`src/rtl/pc_sequencer.sv`:
```
// pc_sequencer: fetch-stage PC controller handling sequential advance, redirects, stalls and halt.
module pc_sequencer #(
  parameter logic [31:0] RESET_VECTOR = 32'h0000_0000,
  parameter logic [31:0] PC_STEP      = 32'd4,
  parameter int          FLUSH_CYCLES = 2
) (
  input  logic        CLK,
  input  logic        RST,
  input  logic        stall,
  input  logic        br_taken,
  input  logic [31:0] br_target,
  input  logic        jmp,
  input  logic [31:0] jmp_target,
  input  logic        halt_req,
  input  logic        resume,
  output logic [31:0] newPC,
  output logic        pc_valid,
  output logic        flush,
  output logic [1:0]  state,
  output logic [15:0] stall_cnt,
  output logic [15:0] redirect_cnt
);
  typedef enum logic [1:0] {BOOT, RUN, FLUSH, HALT} state_t;
  localparam logic [3:0] FLUSH_LOAD = 4'(FLUSH_CYCLES - 1);
  state_t st, st_nx;
  logic [3:0] cnt, cnt_nx;
  logic [31:0] pc_nx, tgt;
  logic valid_nx, flush_nx, redir, stall_hold;
  logic [15:0] stall_nx, redir_nx;
  assign state = st;
  assign redir = st != BOOT && (br_taken || jmp);
  assign tgt = br_taken ? br_target : jmp_target;
  assign stall_hold = st == RUN && !redir && !halt_req && stall;
  always_ff @(posedge CLK)
    if (RST) st <= BOOT;
    else st <= st_nx;
  always_comb
    st_nx = st == BOOT ? RUN :
            redir ? FLUSH :
            st == RUN ? (halt_req ? HALT : RUN) :
            st == FLUSH ? (cnt == 4'd0 ? RUN : FLUSH) :
            (resume ? RUN : HALT);
  always_comb begin
    pc_nx = redir ? tgt :
            (st == FLUSH || (st == RUN && !halt_req && !stall)) ? newPC + PC_STEP : newPC;
    valid_nx = st == BOOT || redir ||
               (st == RUN ? (!halt_req && (stall ? pc_valid : 1'b1)) :
                st == FLUSH ? 1'b1 : resume);
    flush_nx = st_nx == FLUSH;
    cnt_nx = redir ? FLUSH_LOAD : (st == FLUSH && cnt != 4'd0) ? cnt - 4'd1 : cnt;
    stall_nx = stall_hold && stall_cnt != 16'hFFFF ? stall_cnt + 16'd1 : stall_cnt;
    redir_nx = redir && redirect_cnt != 16'hFFFF ? redirect_cnt + 16'd1 : redirect_cnt;
  end
  always_ff @(posedge CLK)
    if (RST) begin
      newPC <= RESET_VECTOR;
      pc_valid <= 1'b0;
      flush <= 1'b0;
      cnt <= 4'd0;
      stall_cnt <= 16'd0;
      redirect_cnt <= 16'd0;
    end else begin
      newPC <= pc_nx;
      pc_valid <= valid_nx;
      flush <= flush_nx;
      cnt <= cnt_nx;
      stall_cnt <= stall_nx;
      redirect_cnt <= redir_nx;
    end
endmodule

```
`config.mk`:
```
export PLATFORM = sky130hd
export DESIGN_NAME = pc_sequencer
export DESIGN_NICKNAME = d
export VERILOG_FILES = /design/src/rtl/pc_sequencer.sv
export SDC_FILE = /design/constraint.sdc
export NUM_CORES = 1
export LEC_CHECK = 0
export CAP_MARGIN = 5
export CORE_MARGIN = 3
export CORE_UTILIZATION = 47
export DETAILED_ROUTE_END_ITERATION = 8
export PLACE_DENSITY_LB_ADDON = 0.25
export SKIP_CTS_REPAIR_TIMING = 1
export SLEW_MARGIN = 20
export SYNTH_ARGS = -nofsm -noshare
export SYNTH_HDL_FRONTEND = slang
export SYNTH_SLANG_ARGS = --single-unit
```
`constraint.sdc`:
```
create_clock -name CLK -period 2.61 [get_ports CLK]
set_input_delay 0.522 -clock CLK [delete_from_list [all_inputs] [get_ports CLK]]
set_output_delay 0.522 -clock CLK [all_outputs]
set_load 0.05 [all_outputs]
```
==> flow_summary.json, run 1 <==
{
  "cts.htree.levels": 3,
  "r2r-end": "stall_cnt[13]$_SDFFE_PP0P_",
  "hpwl_um": 9650,
  "cts-root-buf": "clkbuf_8",
  "skew_ns": 0.00674,
  "drt-pass1-iter-count": 5,
  "async_flop_share_pct": 0,
  "n_antenna_cell": 0,
  "relSlewSlack_pct": 58.7,
  "seq_area_frac_synth_pct": 34.2,
  "hp-class": "reg2reg",
  "combPwrFrac_pct": 29.5,
  "crit_path_end_kind": "output port",
  "wire_per_inst_um": 16.5,
  "grt_remaining_overflow": 0,
  "ys_top_cells_by_area": "dfxtp_1 34%, mux2i_1 7.8%, nor2_1 6.9%, nand2_1 4.0%, nand3_1 3.9%",
  "power_w": 0.00340,
  "drv_slew": 0,
  "final_nets": 760,
  "ant_nets": 0,
  "critPathKind": "reg2out",
  "initial_utilization_pct": 49.8,
  "synth-edff-count": 0,
  "hold_violations": 0,
  "p_int_w": 0.00223,
  "timing.max_cap.violations": 0,
  "wirelength_um": 13100,
  "synth_top_area_share_pct": 34.2,
  "ys_warn_count": 0,
  "drc": 0,
  "coreArea_um2": 8460,
  "p_sw_w": 0.00117,
  "post_synth_num_cell_types": 60,
  "synthesis.nets": 616,
  "io_buffers": 138,
  "dp.cells": 779,
  "clockBufferDepth": 2,
  "critPathLaunch": "state[1]$_SDFF_PP0_",
  "die_width_um": 101,
  "die_h_um": 101,
  "cp_num_cells": 1,
  "reg2reg_depth": 5,
  "insertion_delay_ns": 0.35,
  "clkPwrFrac_pct": 32.2,
  "io_pins": 139,
  "worst_slack_ns": 0.279,
  "setup_tns_ns": 0,
  "drtIter0Drc": 190,
  "seqPwrFrac_pct": 38.3,
  "ir_worst_vdd_uv": 276,
  "cpLargestDelayFamily": "buffers and inverters",
  "min_period_ns": 2.33,
  "grt_usage_pct": 25.9,
  "setup_viol": 0,
  "rsz0062_at_grt": "false",
  "critical_path.cell_chain": "clkdlybuf4s50_1",
  "detailedPlace.worstSlack_ns": 0.00595,
  "cpPeakStageDelay_ns": 0.89,
  "status": "finished clean",
  "areaGrowthSynthToFinish_pct": 43.1,
  "leakage_nw": 2.14,
  "dieArea_um2": 10100,
  "startpoint_type": "register",
  "synth_top_area_cell": "dfxtp_1",
  "clock_sinks": 72,
  "synthCells": 541,
  "ff2ff_setup_slack_ns": 0.48,
  "power_density_nw_per_um2": 562,
  "path_buf_inv": 1,
  "stdcell_count": 795,
  "path_clk_slew_ns": 0.08,
  "synth_seq_cells": 72,
  "antenna_found_initial": 0,
  "core.rowCount": 33,
  "timing.rr.start": "state[0]$_SDFF_PP0_",
  "tightest_slew_ns": 0.618,
  "synth_area_um2": 4220,
  "numCtsBuffers": 9,
  "slowest_stage": "clkdlybuf4s50_1",
  "worstPathMaxFanout": 13,
  "p_sw_share_pct": 34.4,
  "critPathCapture": "state[1]",
  "synth-main-ff-cell": "dfxtp_1",
  "grt_max_degree": 47,
  "critical_path_arrival_ns": 1.81,
  "grt_pass1_wl_um": 21400,
  "vias": 4678,
  "synth.avg_cell_area_um2": 7.80,
  "gp_congestion": 0.883,
  "postPlaceCellArea_um2": 5800,
  "timing.final.crit_share_pct": 89.3,
  "stdcell_area_um2": 6040,
  "fmax_ghz": 0.429,
  "vias_per_cell": 5.88,
  "grt_pass1_vias": 4573,
  "cts_tree": "built",
  "crit_required_ns": 2.09,
  "drive_above_1_share_pct": 7.68
}
[cell families after synthesis]
family	share of synthesized area (%)
AO/OA/AOI/OAI	17.1
XOR/XNOR	5.81
adder cells (fa/ha/maj)	1.19
buffers and inverters	4.12
flip-flops	34.2
multiplexers	7.83
AND/OR/NAND/NOR	29.7
[cell usage in the layout, fill, tap and decap left out, types with 3 or more instances in the layout]
master           synthesis  routed
a21oi_1                 32      32
a211oi_1                 6       6
clkdlybuf4s50_1          0     136
or4_1                    3       3
nor3b_1                  3       3
nand3_1                 33      33
nor4_1                   5       5
o32ai_1                  3       3
o21ai_0                 19      18
nand4_1                 21      21
clkbuf_8                 0       9
o22ai_1                  6       5
or3_1                    8       8
bufinv_16                0       3
o211ai_1                 8       8
and3_1                   7       7
nor2b_1                  3       3
ha_1                     4       4
xor2_1                  17      17
mux2i_1                 33      33
nand2_1                 45      45
a31oi_1                 10      10
and4_1                   5       5
nor2_1                  77      77
o311ai_0                 3       3
nor3_1                  20      20
inv_1                   10      10
a22oi_1                  4       4
or2_2                    4       4
dfxtp_1                 72      72
xnor2_1                 11      11
o21a_1                   3       3
nand2b_1                 6       6
buf_4                    1      24
[synth_stat cells, drive strengths merged, types with 7 or more instances]
| library cell | count |
|---|---|
| a21oi | 32 |
| o211ai | 8 |
| dfxtp | 72 |
| a31oi | 10 |
| xor2 | 17 |
| inv | 10 |
| mux2i | 33 |
| or3 | 8 |
| xnor2 | 11 |
| buf | 11 |
| o21ai | 20 |
| nor2 | 77 |
| and3 | 7 |
| nor3 | 21 |
| nand4 | 21 |
| nand3 | 33 |
| clkbuf | 19 |
| nand2 | 45 |
[registers in the layout, indices dropped and copies added, names as in the netlist]
name	flops
pc_valid	1
newPC	32
stall_cnt	16
cnt	4
redirect_cnt	16
state	2
flush	1
[worst min path at each step]
| stage | from | end | slack, ns | depth (start not counted) |
|---|---|---|---|---|
| after CTS | newPC[22]$_SDFFE_PP0P_ | newPC[22]$_SDFFE_PP0P_ | 0.50 | 2 |
| after global routing | newPC[22]$_SDFFE_PP0P_ | newPC[22]$_SDFFE_PP0P_ | 0.53 | 2 |
| after detailed placement | newPC[22]$_SDFFE_PP0P_ | newPC[22]$_SDFFE_PP0P_ | 0.49 | 2 |
| after floorplan | cnt[3]$_SDFFE_PP0P_ | cnt[3]$_SDFFE_PP0P_ | 0.48 | 2 |
| after global placement | newPC[22]$_SDFFE_PP0P_ | newPC[22]$_SDFFE_PP0P_ | 0.48 | 2 |
| final | newPC[22]$_SDFFE_PP0P_ | newPC[22]$_SDFFE_PP0P_ | 0.49 | 2 |
[final cells by class]
type / count / area, um2
flip-flops and latches: 72 / 1440
fillers: 707 / 2420
clock inverters: 7 / 120
clock buffers: 9 / 124
well taps: 105 / 131
multi-input cells: 429 / 2610
inverters: 10 / 37.5
repair buffers: 163 / 1570
[per-stage QoR]
step / utilization [%] / hold WS [ns]
floorplan: - / 0.480
finish: 71.4 / 0.493
global route: 71.4 / 0.535
CTS: 71.4 / 0.496
detailed placement: 68.5 / 0.486
global placement: 68.5 / 0.479
[power by group through the flow]
stage,logic [W],registers (W),clock network (W)
finish,0.00100,0.00130,0.00109
global route,0.00107,0.00132,0.00116
CTS,0.00100,0.00130,0.00110
detailed placement,0.000999,0.00132,0
global placement,0.000978,0.00132,0
floorplan,0.000355,0.00156,0
[routing by layer]
metal,track usage [%],vias to the layer above,wire length (um)
li1,-,2269,-
met1,30.5,2179,5380
met2,44.6,197,6340
met3,7.20,33,1090
met4,9.84,0,327
met5,0,-,0
Note: power is estimated with default switching activity, not from simulation.
==> inputs of run 2 (changes only) <==
- CORE_ASPECT_RATIO: not set -> 0.9
==> run 2 against run 1 <==
  * Flip-flop and latch count unchanged
  * Combinational power is essentially flat
  * Clock-buffer cell count grew 1
  * Register-to-register slack lost 0.02 ns
  * Sequential power about the same
  * Die area barely moved
  * Total power decreased by 2.3%
  * Via count up 0.19%
==> flow_summary.json, run 2 (synthesis results as in run 1) <==
{
  "numCtsBuffers": 9,
  "areaGrowthSynthToFinish_pct": 43.0,
  "setup_viol": 0,
  "slowest_stage": "clkdlybuf4s50_1",
  "leakage_nw": 2.13,
  "nFillCells": 739,
  "coreArea_um2": 8650,
  "critical_path_arrival_ns": 1.78,
  "path_buf_inv": 1,
  "crit_required_ns": 2.09,
  "biggestRegsByFlops": "newPC x32, redirect_cnt x16, stall_cnt x16",
  "gr-usage-met2_pct": 43.0,
  "drv_slew": 0,
  "cts-root-buf": "clkbuf_8",
  "layout_common_cells": "136 x clkdlybuf4s50_1, 77 x nor2_1, 72 x dfxtp_1, 45 x nand2_1",
  "hold_violations": 0,
  "dieArea_um2": 10200,
  "grt_usage_pct": 25.2,
  "cpPeakStageDelay_ns": 0.88,
  "die_width_um": 106,
  "path_clk_slew_ns": 0.08,
  "cts.htree.levels": 3,
  "critPathKind": "reg2out",
  "worst_slack_ns": 0.313,
  "detailedPlace.worstSlack_ns": -0.0214,
  "power_density_nw_per_um2": 550,
  "largest_register_ffs": 32,
  "clockBufferDepth": 2,
  "cts_tree": "built",
  "worstPathMaxFanout": 13,
  "min_period_ns": 2.30,
  "grt_pass1_wl_um": 21100,
  "status": "finished clean",
  "p_int_w": 0.00216,
  "antenna_found_initial": 0,
  "timing.final.crit_share_pct": 88.0,
  "p_sw_w": 0.00116,
  "vias": 4687,
  "timing.max_cap.violations": 0,
  "seqPwrFrac_pct": 39.3,
  "grt_remaining_overflow": 0,
  "startpoint_type": "register",
  "combPwrFrac_pct": 30.1,
  "drt-pass1-iter-count": 5,
  "crit_path_end_kind": "output port",
  "clkPwrFrac_pct": 30.6,
  "vias_per_cell": 5.80,
  "die_h_um": 95.9,
  "final_nets": 759,
  "initial_utilization_pct": 48.8,
  "ir_worst_vdd_uv": 331,
  "setup_tns_ns": 0,
  "drc": 0,
  "drtIter0Drc": 168,
  "insertion_delay_ns": 0.35,
  "rsz0062_at_grt": "false",
  "hpwl_um": 9630,
  "clock_sinks": 72,
  "met1_usage_pct": 31.2,
  "top_register": "newPC",
  "core.rowCount": 32,
  "io_pins": 139,
  "skew_ns": 0.0126,
  "grt_max_degree": 53,
  "relSlewSlack_pct": 55.0,
  "gr-usage-met3_pct": 6.51,
  "p_sw_share_pct": 34.9,
  "hp-class": "reg2reg",
  "ant_nets": 0,
  "grt-busiest-layer": "met2",
  "gp_congestion": 0.891,
  "wirelength_um": 13000,
  "grt_pass1_vias": 4400,
  "tightest_slew_ns": 0.673,
  "io_buffers": 138,
  "fmax_ghz": 0.435,
  "wire_per_inst_um": 16.1,
  "drive_above_1_share_pct": 7.55,
  "n_antenna_cell": 0,
  "cpLargestDelayFamily": "buffers and inverters",
  "critical_path.cell_chain": "clkdlybuf4s50_1",
  "layout_commonest_cell": "clkdlybuf4s50_1"
}
## run 2: changes by cell type in the layout (fill, tap and decap cells not counted), sizes merged
cell      change
buf           -1
clkinvlp      -1
clkbuf        +1
bufinv        -1
inv           +1
## run 2: power groups by stage
stage	Combinational, W	Clock, W	Sequential [W]
after global placement	0.000974	0	0.00132
after global routing	0.00107	0.00108	0.00132
after floorplan	0.000355	0	0.00156
after detailed placement	0.000995	0	0.00133
final	0.000999	0.00102	0.00131
after CTS	0.000998	0.00102	0.00130
## run 2: metrics by stage
step	total power, W	area, um2	instances	util (%)	hold slack [ns]
4_1_cts	0.00332	6030	808	69.8	0.501
6_report	0.00332	6030	808	69.8	0.499
3_3_place_gp	0.00230	5810	792	67.1	0.482
2_1_floorplan	0.00191	4220	541	-	0.480
5_1_grt	0.00347	6030	808	69.8	0.534
3_5_place_dp	0.00232	5810	792	67.1	0.487
## run 2: final cells by class
type | instances | area (um2) | share of cell area, %
multi-input combinational | 429 | 2610 | 43.3
timing repair buffer | 162 | 1560 | 25.9
sequential | 72 | 1440 | 23.9
tap | 119 | 149 | 2.47
clock buffer | 10 | 138 | 2.28
clock inverter | 6 | 91.3 | 1.51
inverter | 10 | 37.5 | 0.622
## run 2: final timing paths
path	from	endpoint	slack, ns	cells past startpoint
hold / removal	newPC[1]$_SDFFE_PP0P_	newPC[1]$_SDFFE_PP0P_	0.50	2
hold reg to reg	newPC[1]$_SDFFE_PP0P_	newPC[1]$_SDFFE_PP0P_	0.50	2
setup reg to reg	newPC[8]$_SDFFE_PP0P_	newPC[23]$_SDFFE_PP0P_	0.46	5
setup / recovery	state[1]$_SDFF_PP0_	state[1]	0.31	1
## run 2: per-layer routing
metal	wire length, um	vias up
met3	1190	18
met4	176	0
met5	0	-
met1	5530	2194
li1	-	2264
met2	6110	211
